File: src/rtl/hazard3_sd_dma_if.sv
// Bus bundle for the SD sector DMA: APB register port, AHB5 master port and block-buffer port.
// APB writes commit on psel&penable&pwrite (pready tied high). An AHB address phase is taken on a
// cycle with htrans=NONSEQ and hready=1; its data phase ends on the next hready=1, or aborts on
// hresp=1. buf_we writes buf_wdata at buf_addr on the edge that ends the cycle in which it is high.
interface hazard3_sd_dma_if #(
  parameter int W_ADDR = 32,
  parameter int W_DATA = 32
);
  logic              psel;
  logic              penable;
  logic              pwrite;
  logic [15:0]       paddr;
  logic [31:0]       pwdata;
  logic [31:0]       prdata;
  logic              pready;
  logic              pslverr;

  logic [W_ADDR-1:0] haddr;
  logic              hwrite;
  logic [1:0]        htrans;
  logic [2:0]        hsize;
  logic [2:0]        hburst;
  logic [3:0]        hprot;
  logic              hmastlock;
  logic              hexcl;
  logic              hready;
  logic              hresp;
  logic [W_DATA-1:0] hwdata;
  logic [W_DATA-1:0] hrdata;

  logic [6:0]        buf_addr;
  logic [31:0]       buf_rdata;
  logic [31:0]       buf_wdata;
  logic              buf_we;

  // master is the DMA engine side; slave is the surrounding system (APB bridge, AHB fabric, buffer)
  modport master (
    input  psel, penable, pwrite, paddr, pwdata,
    output prdata, pready, pslverr,
    output haddr, hwrite, htrans, hsize, hburst, hprot, hmastlock, hexcl, hwdata,
    input  hready, hresp, hrdata,
    output buf_addr, buf_wdata, buf_we,
    input  buf_rdata
  );

  modport slave (
    output psel, penable, pwrite, paddr, pwdata,
    input  prdata, pready, pslverr,
    input  haddr, hwrite, htrans, hsize, hburst, hprot, hmastlock, hexcl, hwdata,
    output hready, hresp, hrdata,
    input  buf_addr, buf_wdata, buf_we,
    output buf_rdata
  );
endinterface

File: src/rtl/hazard3_sd_dma.sv
// Sector DMA between the SD block buffer and system RAM: APB-programmed, single-beat AHB5 master,
// one word per ADDR/DATA pair, abort on AHB error.
module hazard3_sd_dma #(
  parameter int W_ADDR    = 32,
  parameter int W_DATA    = 32,
  parameter int BUF_WORDS = 128
) (
  input  logic             clk,
  input  logic             rst_n,
  hazard3_sd_dma_if.master bus,
  output logic             irq,
  output logic [1:0]       dbg_state
);

  typedef enum logic [1:0] {
    S_IDLE = 2'd0,
    S_ADDR = 2'd1,
    S_DATA = 2'd2
  } state_t;

  localparam logic [1:0] HTRANS_IDLE   = 2'b00;
  localparam logic [1:0] HTRANS_NONSEQ = 2'b10;
  localparam logic [8:0] MAX_LEN       = 9'(BUF_WORDS);

  state_t            state;
  logic              dir_q;
  logic              irq_en_q;
  logic              done_q;
  logic              err_q;
  logic [W_ADDR-1:2] ram_addr_q;
  logic [7:0]        len_q;
  logic [7:0]        idx_q;

  logic              busy;
  logic              apb_wr;
  logic [1:0]        reg_sel;
  logic              start_req;
  logic              len_bad;
  logic              last;
  logic [7:0]        idx_inc;
  logic              unused_paddr;

  assign busy      = (state != S_IDLE);
  assign apb_wr    = bus.psel & bus.penable & bus.pwrite;
  assign reg_sel   = bus.paddr[3:2];
  assign start_req = apb_wr && (reg_sel == 2'd0) && bus.pwdata[0] && !busy;
  assign len_bad   = (len_q == 8'd0) || ({1'b0, len_q} > MAX_LEN);
  assign idx_inc   = idx_q + 8'd1;
  assign last      = (idx_q == len_q - 8'd1);
  assign unused_paddr = ^{bus.paddr[15:4], bus.paddr[1:0]};

  assign bus.pready    = 1'b1;
  assign bus.pslverr   = 1'b0;
  assign bus.hsize     = 3'b010;
  assign bus.hburst    = 3'b000;
  assign bus.hprot     = 4'b0011;
  assign bus.hmastlock = 1'b0;
  assign bus.hexcl     = 1'b0;

  assign irq       = irq_en_q & (done_q | err_q);
  assign dbg_state = state;

  always_comb begin
    bus.prdata = 32'd0;
    case (reg_sel)
      2'd0: bus.prdata = {29'd0, irq_en_q, dir_q, 1'b0};
      2'd1: bus.prdata = {29'd0, err_q, done_q, busy};
      2'd2: bus.prdata = 32'({ram_addr_q, 2'b00});
      2'd3: bus.prdata = {24'd0, len_q};
      default: bus.prdata = 32'd0;
    endcase
  end

  // Register writes come first so the transfer engine's DONE/ERR sets below win over a same-edge W1C.
  always_ff @(posedge clk or negedge rst_n) begin
    if (!rst_n) begin
      state         <= S_IDLE;
      dir_q         <= 1'b0;
      irq_en_q      <= 1'b0;
      done_q        <= 1'b0;
      err_q         <= 1'b0;
      ram_addr_q    <= '0;
      len_q         <= 8'd0;
      idx_q         <= 8'd0;
      bus.haddr     <= '0;
      bus.hwrite    <= 1'b0;
      bus.htrans    <= HTRANS_IDLE;
      bus.hwdata    <= '0;
      bus.buf_addr  <= 7'd0;
      bus.buf_wdata <= 32'd0;
      bus.buf_we    <= 1'b0;
    end else begin
      bus.buf_we <= 1'b0;

      if (apb_wr) begin
        case (reg_sel)
          2'd0: begin
            irq_en_q <= bus.pwdata[2];
            if (!busy) dir_q <= bus.pwdata[1];
          end
          2'd1: begin
            if (bus.pwdata[1]) done_q <= 1'b0;
            if (bus.pwdata[2]) err_q  <= 1'b0;
          end
          2'd2: if (!busy) ram_addr_q <= bus.pwdata[W_ADDR-1:2];
          2'd3: if (!busy) len_q <= bus.pwdata[7:0];
          default: ;
        endcase
      end

      case (state)
        S_IDLE: begin
          if (start_req) begin
            if (len_bad) begin
              err_q <= 1'b1;
            end else begin
              done_q       <= 1'b0;
              err_q        <= 1'b0;
              idx_q        <= 8'd0;
              bus.haddr    <= {ram_addr_q, 2'b00};
              bus.hwrite   <= !bus.pwdata[1];
              bus.htrans   <= HTRANS_NONSEQ;
              bus.buf_addr <= 7'd0;
              state        <= S_ADDR;
            end
          end
        end

        S_ADDR: begin
          if (bus.hready) begin
            if (!dir_q) bus.hwdata <= bus.buf_rdata;
            bus.htrans <= HTRANS_IDLE;
            state      <= S_DATA;
          end
        end

        S_DATA: begin
          if (bus.hresp) begin
            err_q <= 1'b1;
            state <= S_IDLE;
          end else if (bus.hready) begin
            // RAM->buffer keeps buf_addr on the word being written; buffer->RAM moves on to the next read
            if (dir_q) begin
              bus.buf_wdata <= bus.hrdata;
              bus.buf_we    <= 1'b1;
              bus.buf_addr  <= idx_q[6:0];
            end else begin
              bus.buf_addr  <= idx_inc[6:0];
            end
            idx_q     <= idx_inc;
            bus.haddr <= bus.haddr + W_ADDR'(4);
            if (last) begin
              done_q <= 1'b1;
              state  <= S_IDLE;
            end else begin
              bus.htrans <= HTRANS_NONSEQ;
              state      <= S_ADDR;
            end
          end
        end

        default: state <= S_IDLE;
      endcase
    end
  end

endmodule

File: src/flat_wrapper.sv
// flat-port wrapper written by rule: the top's interface ports become plain ports
module hazard3_sd_dma_flat 
#(
  parameter int W_ADDR    = 32,
  parameter int W_DATA    = 32,
  parameter int BUF_WORDS = 128
)
  (clk, rst_n, irq, dbg_state, bus_psel, bus_penable, bus_pwrite, bus_paddr, bus_pwdata, bus_prdata, bus_pready, bus_pslverr, bus_haddr, bus_hwrite, bus_htrans, bus_hsize, bus_hburst, bus_hprot, bus_hmastlock, bus_hexcl, bus_hwdata, bus_hready, bus_hresp, bus_hrdata, bus_buf_addr, bus_buf_wdata, bus_buf_we, bus_buf_rdata);
  hazard3_sd_dma_if #(.W_ADDR(W_ADDR), .W_DATA(W_DATA)) bus_i ();
  input  logic clk;
  input  logic rst_n;
  output logic irq;
  output logic [1:0] dbg_state;
  input wire logic [$bits(bus_i.psel)-1:0] bus_psel;
  input wire logic [$bits(bus_i.penable)-1:0] bus_penable;
  input wire logic [$bits(bus_i.pwrite)-1:0] bus_pwrite;
  input wire logic [$bits(bus_i.paddr)-1:0] bus_paddr;
  input wire logic [$bits(bus_i.pwdata)-1:0] bus_pwdata;
  output wire logic [$bits(bus_i.prdata)-1:0] bus_prdata;
  output wire logic [$bits(bus_i.pready)-1:0] bus_pready;
  output wire logic [$bits(bus_i.pslverr)-1:0] bus_pslverr;
  output wire logic [$bits(bus_i.haddr)-1:0] bus_haddr;
  output wire logic [$bits(bus_i.hwrite)-1:0] bus_hwrite;
  output wire logic [$bits(bus_i.htrans)-1:0] bus_htrans;
  output wire logic [$bits(bus_i.hsize)-1:0] bus_hsize;
  output wire logic [$bits(bus_i.hburst)-1:0] bus_hburst;
  output wire logic [$bits(bus_i.hprot)-1:0] bus_hprot;
  output wire logic [$bits(bus_i.hmastlock)-1:0] bus_hmastlock;
  output wire logic [$bits(bus_i.hexcl)-1:0] bus_hexcl;
  output wire logic [$bits(bus_i.hwdata)-1:0] bus_hwdata;
  input wire logic [$bits(bus_i.hready)-1:0] bus_hready;
  input wire logic [$bits(bus_i.hresp)-1:0] bus_hresp;
  input wire logic [$bits(bus_i.hrdata)-1:0] bus_hrdata;
  output wire logic [$bits(bus_i.buf_addr)-1:0] bus_buf_addr;
  output wire logic [$bits(bus_i.buf_wdata)-1:0] bus_buf_wdata;
  output wire logic [$bits(bus_i.buf_we)-1:0] bus_buf_we;
  input wire logic [$bits(bus_i.buf_rdata)-1:0] bus_buf_rdata;
  assign bus_i.psel = bus_psel;
  assign bus_i.penable = bus_penable;
  assign bus_i.pwrite = bus_pwrite;
  assign bus_i.paddr = bus_paddr;
  assign bus_i.pwdata = bus_pwdata;
  assign bus_prdata = bus_i.prdata;
  assign bus_pready = bus_i.pready;
  assign bus_pslverr = bus_i.pslverr;
  assign bus_haddr = bus_i.haddr;
  assign bus_hwrite = bus_i.hwrite;
  assign bus_htrans = bus_i.htrans;
  assign bus_hsize = bus_i.hsize;
  assign bus_hburst = bus_i.hburst;
  assign bus_hprot = bus_i.hprot;
  assign bus_hmastlock = bus_i.hmastlock;
  assign bus_hexcl = bus_i.hexcl;
  assign bus_hwdata = bus_i.hwdata;
  assign bus_i.hready = bus_hready;
  assign bus_i.hresp = bus_hresp;
  assign bus_i.hrdata = bus_hrdata;
  assign bus_buf_addr = bus_i.buf_addr;
  assign bus_buf_wdata = bus_i.buf_wdata;
  assign bus_buf_we = bus_i.buf_we;
  assign bus_i.buf_rdata = bus_buf_rdata;
  hazard3_sd_dma #(.W_ADDR(W_ADDR), .W_DATA(W_DATA), .BUF_WORDS(BUF_WORDS)) u_core (.clk(clk), .rst_n(rst_n), .bus(bus_i), .irq(irq), .dbg_state(dbg_state));
endmodule
File: config.mk
export PLATFORM = sky130hd
export DESIGN_NAME = hazard3_sd_dma_flat
export DESIGN_NICKNAME = d
export VERILOG_FILES = /design/src/rtl/hazard3_sd_dma_if.sv /design/src/rtl/hazard3_sd_dma.sv /design/src/flat_wrapper.sv
export SDC_FILE = /design/constraint.sdc
export NUM_CORES = 1
export LEC_CHECK = 0
export CAP_MARGIN = 30
export CORE_ASPECT_RATIO = 2
export CORE_MARGIN = 2
export CORE_UTILIZATION = 45
export DETAILED_ROUTE_END_ITERATION = 8
export PLACE_DENSITY_LB_ADDON = 0.12
export SYNTH_ARGS = -nofsm -noshare
export SYNTH_HDL_FRONTEND = slang
export SYNTH_SLANG_ARGS = --single-unit
File: constraint.sdc
create_clock -name clk -period 3.09 [get_ports clk]
set_clock_uncertainty 0.05 [all_clocks]
set_input_delay 0.927 -clock clk [delete_from_list [all_inputs] [get_ports clk]]
set_output_delay 0.927 -clock clk [all_outputs]
set_load 0.01 [all_outputs]
==> flow_summary.yaml, run 1 <==
global_route:
  grt_use_total_pct: 23.5
  grt_pass1_wl_um: 32500
  overflow: 0
  grt_pass1_vias: 6231
  antenna_found_initial: 0
  grt_max_degree: 50
synthesis:
  synthDominantCellAreaShare_pct: 51.8
  synth_xor_area_share_pct: 1.86
  syn_area_sq_um: 7530
  syn-instance-count: 668
  synthFlopType: "dfrtp_1"
  synth_area_leaders: "dfrtp_1 52%, mux2_2 15%, nand2_1 2.8%"
  synth.mux.area_fraction_pct: 16.7
  synth_top_area_cell: "dfrtp_1"
  synth_fa_ha_area_share_pct: 0.664
  synth_warnings: 0
  yosysMostFrequentCell: "dfrtp_1"
  ys_types: 66
  synth_compound_area_share_pct: 10.2
  synth_seq_cells: 156
  synthSimpleGateAreaFrac_pct: 14.3
  synthTopCellsByCount: "156 x dfrtp_1, 102 x mux2_2, 57 x nand2_1"
  synth-seq-area-share_pct: 51.8
  synth_top_family_by_area: "multiplexers"
  synth_edf_count: 0
  synthArstFlopShare_pct: 100
  avgSynthCellArea_sq_um: 11.3
layout:
  fin_nets: 1050
  multi_input_area_sq_um: 3370
  layout-area-overhead-vs-synth_pct: 44.5
  fillers: 1352
  seq_area_sq_um: 3900
  diodes: 0
  layout-drive-gt1-share_pct: 19.7
  postLayoutCellArea_sq_um: 10900
die:
  start_util_pct: 45.4
  io_pins: 275
  die_w_um: 95.5
  core_area_sq_um: 16600
  die_y_um: 187
  dieArea_sq_um: 17900
  row_count: 67
power:
  p_leak_nw: 4.79
  vdd_drop_max_mv: 0.470
  powerDensity_nw_per_um2: 660
drt:
  ant_nets: 0
  met3WireLength_um: 1210
  top_layer_used: "met4"
  vias_per_cell: 5.37
  drt_iter0_drc: 401
  vias: 6161
  wl_per_cell_um: 17.8
  drc: 0
  wl_met1_um: 8370
  drt-total-wl_um: 20400
  firstDrtPassIters: 5
  wl_met2_um: 10500
setup_path:
  startpoint_type: "input port"
  crit_slowest_cell: "mux4_1"
  required_ns: 2.11
  crit_type: "in2out"
  cp_top_family: "multiplexers"
  r2r_cells: 8
  path_buf_inv: 2
  crit_chain: "dlygate4sd2_1 -> mux4_1 -> clkdlybuf4s15_2"
  r2r_slack_ns: 0.46
  worstSetupEndpointType: "primary output"
  critPathMaxStageDelay_ns: 0.58
  worstReg2RegEnd: "u_core.bus.htrans[1]"
  rr_startpoint: "u_core.len_q[0]"
  worstPathMaxFanout: 3
  arrival_ns: 2.06
  crit_cells: 3
placed_design:
  dp_hpwl_um: 14500
  place_area_sq_um: 10300
  globalplace.congestion: 0.860
  port_buffers: 243
outcome:
  status: "finished, final reports clean"
sta:
  rsz0062_at_grt: "no"
  setup_viol: 0
  hold_viol: 0
  slew_violations: 0
  fmax_ghz: 0.329
  tightestPinTransition_ns: 0.571
  slew_headroom_pct: 61.7
  finalCritPeriodShare_pct: 98.3
  finalCriticalPeriod_ns: 3.04
  holdWs_ns: 0.394
hold_path:
  hold_path.class: "in2async"
clock_tree:
  cts.htree.levels: 4
  cts.sinks: 156
  cts_tree: "yes"
  path_clk_slew_ns: 0.06
  clock_latency_ns: 0.42
  cts_made_buffers: 17
  root_buffer: "clkbuf_16"
  cts_max_path_buffers: 2
run:
  cap_viol_max_count: 0
-- state kept, by name (all words and copies together), names as in the netlist, 2 cells and up --
signal and flops:
u_core.bus.hwdata 32, u_core.bus.haddr 30, u_core.len_q 8, u_core.idx_q 8
u_core.bus.buf_addr 7, u_core.dbg_state 2, u_core.ram_addr_q 30, u_core.bus.buf_wdata 32
-- worst max-delay path by stage --
stage                                 to          from
after floorplan            bus_prdata[2]  bus_paddr[2]
after global placement     bus_prdata[2]  bus_paddr[2]
after detailed placement   bus_prdata[1]  bus_paddr[2]
after CTS                  bus_prdata[2]  bus_paddr[2]
after global routing      bus_prdata[30]  bus_paddr[2]
final                      bus_prdata[2]  bus_paddr[2]
-- through the flow --
step / TNS (ns) / std cells / power, mW / worst slack (ns) / util (%)
floorplan: 0 / 683 / 4.01 / 0.183 / -
global placement: -11.22 / 1111 / 5.27 / -0.399 / 62.2
detailed placement: -11.61 / 1111 / 5.33 / -0.412 / 62.2
CTS: 0 / 1147 / 7.26 / 0.0422 / 65.6
global route: 0 / 1147 / 7.57 / 0.0000209 / 65.6
finish: 0 / 1147 / 7.19 / 0.0518 / 65.6
-- cells by family after synthesis --
family,after synthesis
AOI/OAI and AO/OA,112
xor gates and xnor gates,16
adders and majority gates,4
buffers and inverters,61
DFF,156
muxes,111
other,2
and+or+nand+nor,206
-- cell type report --
class | instances | area share (%)
flip-flops and latches | 156 | 35.8
multi-input cells | 466 | 30.9
repair buffers | 277 | 25.6
clock buffers | 22 | 4.35
well taps | 207 | 2.38
clock inverters | 10 | 0.620
inverters | 9 | 0.310
-- report_power, final --
part	internal (mW)	switching, mW	leakage (nW)
clock	1.09	0.834	0.246
combinational	1.35	0.846	2.53
sequential	2.57	0.511	2.02
-- repair_timing --
| action | in CTS | in global routing |
|---|---|---|
| resized for setup | 44 | 4 |
| hold buffers | 0 | 0 |
| gates cloned | 1 | 0 |
| pin swaps | 0 | 0 |
| endpoints found under the setup margin | 32 | 2 |
| setup buffers | 3 | 0 |
-- layout by cell type (no fill, tap or decap), types with 18 or more instances in the layout --
cell type,count
clkdlybuf4s50_1,208
dfrtp_1,156
mux2_2,102
nand2_1,57
nor2_1,31
dlygate4sd2_1,30
nand3_1,28
and2_1,27
o21ai_0,27
buf_4,22
a21oi_1,18
-- per-layer routing --
metal / vias to the layer above / global-route usage (%)
met5: - / 0
met4: 0 / 6.98
met3: 27 / 5.56
met2: 208 / 39.0
met1: 3039 / 30.4
li1: 2887 / -
Power figures use the tool's default switching activity.
==> run 2: changes to the inputs <==
--- a/config.mk
+++ b/config.mk
@@ -5,10 +5,12 @@
 export SDC_FILE = /design/constraint.sdc
 export NUM_CORES = 1
 export LEC_CHECK = 0
+export ABC_AREA = 1
 export CAP_MARGIN = 30
 export CORE_ASPECT_RATIO = 2
 export CORE_MARGIN = 2
-export CORE_UTILIZATION = 45
+export CORE_UTILIZATION = 46
+export CTS_CLUSTER_DIAMETER = 200
 export DETAILED_ROUTE_END_ITERATION = 8
 export PLACE_DENSITY_LB_ADDON = 0.12
 export SYNTH_ARGS = -nofsm -noshare
==> run 2 against run 1 <==
Effect of this change: die area grew 3.7%; first-iteration DRC count shrank 0.25%; highest routed layer unchanged; clock-buffer cell count shrank 3; sequential cell count is the same; combinational power grew 110%.
==> flow_summary.yaml, run 2 <==
outcome:
  status: "finished, final reports clean"
synthesis:
  synthTopCellsByCount: "293 x nand2_1, 156 x dfrtp_1, 104 x nor2_1"
  synthSimpleGateAreaFrac_pct: 27.5
  synth_xor_area_share_pct: 0.986
  syn_area_sq_um: 8000
  synth_seq_cells: 156
  synth_warnings: 0
  avgSynthCellArea_sq_um: 7.97
  synth_top_area_cell: "dfrtp_1"
  synthFlopType: "dfrtp_1"
  synth_top_family_by_area: "simple AND/OR/NAND/NOR gates"
  ys_types: 40
  synth-seq-area-share_pct: 48.8
  synthDominantCellAreaShare_pct: 48.8
  syn-instance-count: 1003
  yosysMostFrequentCell: "nand2_1"
  synthArstFlopShare_pct: 100
  synth_compound_area_share_pct: 8.69
  synth_edf_count: 0
  synth.mux.area_fraction_pct: 4.51
  synth_fa_ha_area_share_pct: 0.626
  synth_area_leaders: "dfrtp_1 49%, nand2_1 14%, nand3_1 5.2%"
die:
  dieArea_sq_um: 18500
  die_y_um: 190
  core_area_sq_um: 17200
  die_w_um: 97.2
  row_count: 68
  io_pins: 275
  start_util_pct: 46.5
setup_path:
  arrival_ns: 1.97
  r2r_slack_ns: 0.87
  crit_type: "in2out"
  r2r_cells: 10
  rr_startpoint: "u_core.bus.haddr[2]"
  worstReg2RegEnd: "u_core.bus.haddr[10]"
  worstPathMaxFanout: 23
  required_ns: 2.11
  worstSetupEndpointType: "primary output"
  startpoint_type: "input port"
clock_tree:
  cts_max_path_buffers: 2
  cts.sinks: 156
  clock_latency_ns: 0.43
  cts.htree.levels: 4
  cts_tree: "yes"
  cts_made_buffers: 17
  cts_hold_buffers: 0
  path_clk_slew_ns: 0.06
  root_buffer: "clkbuf_16"
layout:
  top_regs: "u_core.bus.buf_wdata (32), u_core.bus.hwdata (32)"
  fillers: 1523
  multi_input_area_sq_um: 3460
  seq_area_sq_um: 3900
  postLayoutCellArea_sq_um: 11300
  layout-drive-gt1-share_pct: 9.48
  final_common_cell: "nand2_1"
  mostFrequentLayoutCells: "291 x nand2_1, 208 x clkdlybuf4s50_1, 156 x dfrtp_1, 103 x nor2_1, 92 x inv_1"
  fin_nets: 1376
  diodes: 0
  layout-area-overhead-vs-synth_pct: 42.0
sta:
  finalCritPeriodShare_pct: 95.2
  rsz0062_at_grt: "no"
  setup_tns_ns: 0
  fmax_ghz: 0.340
  hold_viol: 0
  tightestPinTransition_ns: 0.669
  finalCriticalPeriod_ns: 2.94
  slew_violations: 0
  setup_viol: 0
  slew_headroom_pct: 55.4
hold_path:
  hold_path.class: "in2async"
run:
  cap_viol_max_count: 0
placed_design:
  place_area_sq_um: 10700
  dp_hpwl_um: 19400
  port_buffers: 243
  globalplace.congestion: 0.930
drt:
  vias: 7619
  drc: 0
  drt_iter0_drc: 400
  vias_per_cell: 5.16
  drt-total-wl_um: 25300
  ant_nets: 0
  wl_per_cell_um: 17.1
  firstDrtPassIters: 5
power:
  p_leak_nw: 5.37
  powerDensity_nw_per_um2: 945
  vdd_drop_max_mv: 0.635
global_route:
  grt_pass1_wl_um: 39600
  grt_max_degree: 64
  overflow: 0
  antenna_found_initial: 0
  grt_use_total_pct: 27.4
  grt_pass1_vias: 7733
==> run 2: cell types whose count changed in the layout (fill, tap and decap cells not counted), moves of 38 or more <==
cell,before,now
o21ai_0,27,65
nand2_1,57,291
nand3_1,28,83
mux2_2,102,31
inv_1,9,92
nor2_1,31,103
==> run 2: worst max-delay path by stage <==
| stage | from | slack [ns] | end | depth (start not counted) |
|---|---|---|---|---|
| 2_1_floorplan | bus_paddr[3] | 0.49 | bus_prdata[11] | 4 |
| 3_3_place_gp | bus_paddr[2] | -0.44 | bus_prdata[21] | 6 |
| 3_5_place_dp | bus_paddr[3] | -0.47 | bus_prdata[25] | 5 |
| 4_1_cts | bus_paddr[2] | -0.004 | bus_prdata[25] | 6 |
| 5_1_grt | bus_paddr[3] | 0.13 | bus_prdata[7] | 5 |
| 6_report | bus_paddr[3] | 0.15 | bus_prdata[25] | 5 |
==> run 2: repair_timing <==
item / 4_1_cts / 5_1_grt
resized for setup: 65 / 4
endpoints found under the setup margin: 32 / 32
setup buffers: 0 / 1
==> run 2: final cells by class <==
class / count / share of cell area [%]
clock buffers: 19 / 3.90
clock inverters: 13 / 1.89
inverters: 99 / 3.27
multi-input cells: 709 / 30.5
flip-flops and latches: 156 / 34.4
well taps: 210 / 2.32
repair buffers: 270 / 23.7
==> run 2: logic make-up (layout without fill, tap and decap cells) <==
family | count (synthesis) | count (layout)
adder cells (fa/ha/maj) | 4 | 4
buffers and inverters | 153 | 401
XOR/XNOR | 9 | 9
flip-flops | 156 | 156
AND/OR/NAND/NOR | 520 | 520
multiplexers | 32 | 32
AO/OA/AOI/OAI | 127 | 127
other | 2 | 17
==> run 2: worst max-delay path: stages <==
cell and delay (ns):
dlygate4sd2_1 0.33, nand2_4 0.13, buf_12 0.18, nor2_1 0.12, clkdlybuf4s15_1 0.26
==> run 2: routing by layer <==
metal	track usage (%)	vias up	share of wire [%]
met5	0	-	0
met4	14.0	0	5.1
met2	51.4	294	55
li1	-	3676	-
met1	28.1	3583	34
met3	6.01	66	5.7
==> run 2: metrics by stage <==
step / power [mW] / utilization (%) / worst slack, ns / hold WS [ns] / instances
5_1_grt: 11.4 / 66.0 / 0.134 / 0.444 / 1476
2_1_floorplan: 6.00 / - / 0.485 / 0.403 / 1018
4_1_cts: 10.8 / 66.0 / -0.00396 / 0.431 / 1475
6_report: 10.7 / 66.0 / 0.147 / 0.429 / 1476
3_5_place_dp: 8.45 / 62.2 / -0.471 / 0.414 / 1443
3_3_place_gp: 8.36 / 62.2 / -0.440 / 0.411 / 1443
==> run 2: power by group <==
part | switching (mW) | internal, mW | total (mW)
clock | 0.866 | 1.46 | 2.33
sequential | 0.858 | 3.00 | 3.85
combinational | 2.28 | 2.26 | 4.55
total | 4.01 | 6.72 | 10.7
==> run 3: changes to the inputs <==
--- a/config.mk
+++ b/config.mk
@@ -12,6 +12,7 @@
 export CORE_UTILIZATION = 46
 export CTS_CLUSTER_DIAMETER = 200
 export DETAILED_ROUTE_END_ITERATION = 8
+export GPL_ROUTABILITY_DRIVEN = 0
 export PLACE_DENSITY_LB_ADDON = 0.12
 export SYNTH_ARGS = -nofsm -noshare
 export SYNTH_HDL_FRONTEND = slang
==> results of run 3 <==
No change in the layout: final DEF, timing and power equal those of run 2.
